**src/rtl/mole_spawn_ctrl.sv**
```systemverilog
// mole_spawn_ctrl
//   Mole generator and hit detector for the whack-a-mole game. While enabled,
//   it alternates between a quiet GAP phase and an UP phase. In the UP phase
//   one of eight hole LEDs is lit at a pseudo-random position. Debounced
//   button pulses are classified as hit, wrong or miss, and each result is
//   sent downstream as a one-cycle pulse.
//
// Ports
//   clk              system clock
//   rst_n            asynchronous active-low reset
//   enable           run enable (game FSM is in PLAYING)
//   difficulty_level 0=easy, 1=medium, 2/3=hard; latched on each phase entry
//   hit_btn          one-cycle button pulses, bit i = hole i
//   mole_leds        one-hot lit hole, or all zero
//   active_hole      index of the lit hole; holds its last value when dark
//   hit_pulse        correct hole pressed while the mole was up
//   miss_pulse       mole timed out without being hit
//   wrong_pulse      press on a hole that was not lit (GAP or UP)
module mole_spawn_ctrl #(
  parameter int          TICK_DIV  = 100000,
  parameter logic [15:0] LFSR_SEED = 16'hACE1
) (
  input  logic       clk,
  input  logic       rst_n,
  input  logic       enable,
  input  logic [1:0] difficulty_level,
  input  logic [7:0] hit_btn,
  output logic [7:0] mole_leds,
  output logic [2:0] active_hole,
  output logic       hit_pulse,
  output logic       miss_pulse,
  output logic       wrong_pulse
);

  localparam int            PW         = (TICK_DIV > 2) ? $clog2(TICK_DIV) : 1;
  localparam logic [PW-1:0] PRESC_LAST = PW'(TICK_DIV - 1);

  typedef enum logic [1:0] {IDLE = 2'd0, GAP = 2'd1, UP = 2'd2} state_t;

  state_t        state, next_state;
  logic [PW-1:0] presc;
  logic [10:0]   ms_cnt;
  logic [10:0]   phase_ms;
  logic [15:0]   lfsr;
  logic [1:0]    diff_q;
  logic          tick, phase_done, hit_now, wrong_any;
  logic [2:0]    sel_hole;
  logic [7:0]    lit_mask;
  logic [7:0]    leds_d;
  logic [2:0]    hole_d;
  logic          hit_d, miss_d, wrong_d;

  // Phase length in ms for the current phase, from the latched difficulty.
  always_comb begin
    phase_ms = 11'd0;
    if (state == UP) begin
      case (diff_q)
        2'd0:    phase_ms = 11'd1200;
        2'd1:    phase_ms = 11'd800;
        default: phase_ms = 11'd500;
      endcase
    end else begin
      case (diff_q)
        2'd0:    phase_ms = 11'd300;
        2'd1:    phase_ms = 11'd200;
        default: phase_ms = 11'd150;
      endcase
    end
  end

  // The phase ends on the tick that completes its last millisecond, so a
  // phase of N ms lasts exactly N*TICK_DIV cycles from entry.
  assign tick       = (state != IDLE) && (presc == PRESC_LAST);
  assign phase_done = tick && (ms_cnt == phase_ms - 11'd1);

  // active_hole doubles as prev_hole: both are written with the same value on
  // every UP entry, and both reset to 0.
  assign lit_mask = 8'd1 << active_hole;
  assign hit_now  = (state == UP) && hit_btn[active_hole];
  assign sel_hole = (lfsr[2:0] == active_hole) ? lfsr[2:0] + 3'd1 : lfsr[2:0];

  always_comb begin
    wrong_any = 1'b0;
    if (state == GAP)
      wrong_any = |hit_btn;
    else if (state == UP)
      wrong_any = |(hit_btn & ~lit_mask);
  end

  // State register
  always_ff @(posedge clk or negedge rst_n) begin
    if (!rst_n)
      state <= IDLE;
    else
      state <= next_state;
  end

  // Next-state logic; dropping enable wins over everything else.
  always_comb begin
    next_state = state;
    if (!enable) begin
      next_state = IDLE;
    end else begin
      case (state)
        IDLE:    next_state = GAP;
        GAP:     if (phase_done) next_state = UP;
        UP:      if (hit_now || phase_done) next_state = GAP;
        default: next_state = IDLE;
      endcase
    end
  end

  // Output logic: computes the values the output registers take next cycle.
  // Priority in UP is hit, then timeout, then wrong press.
  always_comb begin
    leds_d  = mole_leds;
    hole_d  = active_hole;
    hit_d   = 1'b0;
    miss_d  = 1'b0;
    wrong_d = 1'b0;
    if (!enable) begin
      leds_d = 8'd0;
    end else begin
      case (state)
        IDLE: leds_d = 8'd0;
        GAP: begin
          wrong_d = wrong_any;
          if (phase_done) begin
            hole_d = sel_hole;
            leds_d = 8'd1 << sel_hole;
          end
        end
        UP: begin
          if (hit_now) begin
            hit_d  = 1'b1;
            leds_d = 8'd0;
          end else if (phase_done) begin
            miss_d = 1'b1;
            leds_d = 8'd0;
          end else begin
            wrong_d = wrong_any;
          end
        end
        default: leds_d = 8'd0;
      endcase
    end
  end

  always_ff @(posedge clk or negedge rst_n) begin
    if (!rst_n) begin
      mole_leds   <= 8'd0;
      active_hole <= 3'd0;
      hit_pulse   <= 1'b0;
      miss_pulse  <= 1'b0;
      wrong_pulse <= 1'b0;
    end else begin
      mole_leds   <= leds_d;
      active_hole <= hole_d;
      hit_pulse   <= hit_d;
      miss_pulse  <= miss_d;
      wrong_pulse <= wrong_d;
    end
  end

  // Timebase. The LFSR free-runs in every state. The prescaler and ms counter
  // restart on every state change so each phase is timed from its own entry.
  // Difficulty is captured only when entering GAP/UP.
  always_ff @(posedge clk or negedge rst_n) begin
    if (!rst_n) begin
      lfsr   <= LFSR_SEED;
      presc  <= '0;
      ms_cnt <= 11'd0;
      diff_q <= 2'd0;
    end else begin
      lfsr <= {1'b0, lfsr[15:1]} ^ (lfsr[0] ? 16'hB400 : 16'h0000);
      if (next_state != state) begin
        presc  <= '0;
        ms_cnt <= 11'd0;
        if (next_state != IDLE)
          diff_q <= difficulty_level;
      end else if (state == IDLE) begin
        presc  <= '0;
        ms_cnt <= 11'd0;
      end else if (tick) begin
        presc  <= '0;
        ms_cnt <= ms_cnt + 11'd1;
      end else begin
        presc <= presc + 1'b1;
      end
    end
  end

endmodule

```
**config.mk**
```make
export PLATFORM = sky130hd
export DESIGN_NAME = mole_spawn_ctrl
export DESIGN_NICKNAME = d
export VERILOG_FILES = /design/src/rtl/mole_spawn_ctrl.sv
export SDC_FILE = /design/constraint.sdc
export NUM_CORES = 1
export LEC_CHECK = 0
export CORE_MARGIN = 2
export CORE_UTILIZATION = 45
export CTS_CLUSTER_DIAMETER = 120
export DETAILED_ROUTE_END_ITERATION = 7
export PLACE_DENSITY = 0.64
export SYNTH_ARGS = -nofsm -noshare
export SYNTH_HDL_FRONTEND = slang
export SYNTH_SLANG_ARGS = --single-unit
```
**constraint.sdc**
```tcl
create_clock -name clk -period 3.75 [get_ports clk]
set_input_delay 0.75 -clock clk [delete_from_list [all_inputs] [get_ports clk]]
set_output_delay 0.75 -clock clk [all_outputs]
set_load 0.02 [all_outputs]
```
==> results of run 1 <==
cell usage after synthesis (3+ instances only):
master | n | area, sq um
nand2b_1 | 5 | 31.28
nand3_1 | 20 | 100.1
nand4_1 | 7 | 43.79
and3_1 | 5 | 31.28
dfrtp_1 | 54 | 1351
o21ai_0 | 9 | 45.04
o21bai_1 | 3 | 22.52
xor2_1 | 26 | 227.7
xnor2_1 | 8 | 70.07
mux2_2 | 12 | 135.1
buf_2 | 3 | 15.01
inv_1 | 11 | 41.29
mux2i_1 | 3 | 30.03
nor3_1 | 19 | 95.09
a21oi_1 | 7 | 35.03
or3_1 | 3 | 18.77
nor4_1 | 4 | 25.02
nor2_1 | 28 | 105.1
clkbuf_1 | 7 | 26.28
nand2_1 | 25 | 93.84
dfstp_2 | 8 | 210.2
nor2_2 | 10 | 62.56
ha_1 | 8 | 100.1
nor2b_1 | 9 | 56.30
worst max path at each step:
stage,to,slack [ns],depth (start not counted)
after global routing,presc[7],0.27,11
final,presc[7],0.51,11
after detailed placement,presc[3],0.31,9
after floorplan,presc[15],0.96,11
after CTS,presc[7],0.50,11
after global placement,presc[1],0.35,9
logic make-up (layout without fill, tap and decap cells):
logic type / after synthesis / in the layout
multiplexers: 17 / 17
AO/OA/AOI/OAI: 41 / 41
adder cells (fa/ha/maj): 8 / 8
XOR/XNOR: 34 / 34
flip-flops: 62 / 62
buffers and inverters: 23 / 58
AND/OR/NAND/NOR: 156 / 156
state kept, by name (all words and copies together), names as in the netlist:
register and count:
presc 17, lfsr 16, ms_cnt 11, mole_leds 8, active_hole 3, diff_q 2, state 2, hit_pulse 1
miss_pulse 1, wrong_pulse 1
layer usage:
layer	track usage	wire length, um	up-vias
met3	0.04108	164	8
met4	0.06841	81	0
met5	0	0	-
li1	-	-	1258
met1	0.2541	3442	1249
met2	0.2567	3070	20
power by group through the flow:
stage	sequential (mW)	combinational (mW)	clock, mW
floorplan	0.700	0.139	0
global placement	0.714	0.179	0
CTS	0.702	0.181	0.556
finish	0.702	0.179	0.542
global route	0.706	0.201	0.593
detailed placement	0.715	0.180	0
through the flow:
stage / setup slack (ns) / utilization
final: 0.5100 / 0.5411
after global routing: 0.2749 / 0.5411
after CTS: 0.5034 / 0.5411
after detailed placement: 0.3143 / 0.5165
after global placement: 0.3487 / 0.5165
after floorplan: 0.9640 / -
layout make-up:
class / count / area (sq um)
fill: 666 / 3382
multi-input combinational: 256 / 1787
sequential: 62 / 1562
timing repair buffer: 31 / 292.8
clock buffer: 10 / 137.6
tap: 99 / 123.9
clock inverter: 6 / 43.79
inverter: 11 / 41.29
==> flow_summary.json, run 1 <==
{
  "async_reset_ff_frac": 1.000,
  "seq_area_frac_synth": 0.4510,
  "grt_start_max_net_pins": 42,
  "synth_xor_area_frac": 0.08601,
  "antenna_found_initial": 0,
  "synth_seq_cells": 62,
  "fp.dieArea_sq_mm": 0.008411,
  "io_pins": 27,
  "firstDrtPassIters": 4,
  "min-delay-start": "lfsr[6]",
  "worstMarginPinSlew_ns": 0.9084,
  "comb_power_share": 0.126,
  "critPathCaptureType": "register",
  "path_max_fanout": 28,
  "slew_headroom": 0.3944,
  "criticalPathCategory": "reg2reg",
  "path_cells": "inv_1 > ha_1 > nor4_1 > a21oi_1 > a32oi_1 > nand4_2 > or3_1 > a211o_1 > nand4_4 > buf_4 > nor3_1",
  "die_w_um": 91.71,
  "cts_buffer_depth": 2,
  "drive_gt1_frac": 0.1755,
  "power.total_mw": 1.423,
  "drc": 0,
  "synth_edf_count": 0,
  "wl_um": 6759,
  "wl_per_cell_um": 14.23,
  "synth_cell_types": 60,
  "min_period_over_period": 0.8640,
  "power_switching_uw": 407.1,
  "cp.arrival_ns": 3.44,
  "final_cell_mix": "54 x dfrtp_1, 28 x nor2_1, 26 x xor2_1",
  "start_kind": "register",
  "die_h_um": 91.71,
  "status": "complete, no violations",
  "synthCells": 341,
  "cts_tree": "yes",
  "synth_mux_area_frac": 0.05746,
  "setup_viol_count_final": 0,
  "max_cap_viol_count": 0,
  "r2r-start": "state[0]",
  "cts-buffers-inserted": 9,
  "rsz0062_at_grt": "false",
  "postRouteAntennaNets": 0,
  "nets": 392,
  "finalHoldViolations": 0,
  "max_clock_freq_ghz": 0.3086,
  "vias": 2535,
  "worstHoldEndpoint": "lfsr[5]",
  "vdd_drop_max_uv": 272.9,
  "slowest_stage": "dfrtp_1",
  "track_usage": 0.1760,
  "crit_start": "state[0]",
  "crit_family": "simple AND/OR/NAND/NOR gates",
  "port_buffers": 26,
  "layoutNonFillerInstCount": 475,
  "fin_crit_ns": 3.240,
  "cp_slowest_stage_delay_ns": 0.47,
  "synth_nets": 362,
  "grt_overflow": 0,
  "layout_commonest_cell": "dfrtp_1",
  "finalClockSkew_ns": 0.01534,
  "synth_ff_type": "dfrtp_1",
  "grt_pass1_vias": 2422,
  "critPathBufInv": 2,
  "reg2reg_slack_ns": 0.51,
  "core_area_sq_mm": 0.007370,
  "cts_resized": 0,
  "layout-area-overhead-vs-synth_pct": 15.18,
  "leakage_nw": 1.660,
  "min_path_type": "reg2reg",
  "clockRootBuffer": "clkbuf_8",
  "post-cts-setup-buffers": 0,
  "drv_slew": 0,
  "hold_ws_ns": 0.3445,
  "clkSinkCount": 62,
  "syn_avg_cell_area_sq_um": 10.15,
  "via_per_inst": 5.337,
  "swShare": 0.2860,
  "stdcell_area_sq_mm": 0.003988,
  "power_frac_seq": 0.493,
  "clkLatencyLatePin_ns": 0.35,
  "synthAdderAreaFrac": 0.02891,
  "synth_area_sq_mm": 0.003462,
  "gp_congestion": 0.8272,
  "initial_utilization": 0.4698,
  "yosys_warnings": 0,
  "cts_hold_repair.buffers": 0,
  "rows": 31,
  "dpl.hpwl_um": 4762,
  "pwr_density_cell_mw_per_mm2": 356.9,
  "synth_top_family_by_area": "simple AND/OR/NAND/NOR gates",
  "tns_ns": 0,
  "rr_worst_depth": 11,
  "internal_power_mw": 1.016,
  "drt_iter0_drc": 94,
  "htree_levels": 3,
  "clk_pin_slew_ns": 0.08,
  "antenna_cells": 0,
  "pwr-share-clk": 0.381,
  "synthSimpleGateAreaFrac": 0.2598,
  "post-place-cells": 459,
  "grt_pass1_wl_um": 11790,
  "synth-compound-area-share": 0.08385,
  "dpl-instance-area_sq_mm": 0.003806,
  "rr_endpoint": "presc[7]",
  "cp.required_ns": 3.95,
  "holdPathStages": 0
}
(Power assumes the default switching activity.)
==> run 2: changes to the inputs <==
Settings changed: SLEW_MARGIN from default to 0.
==> results of run 2 <==
The final DEF is identical to that of run 1; final timing and power are the same.
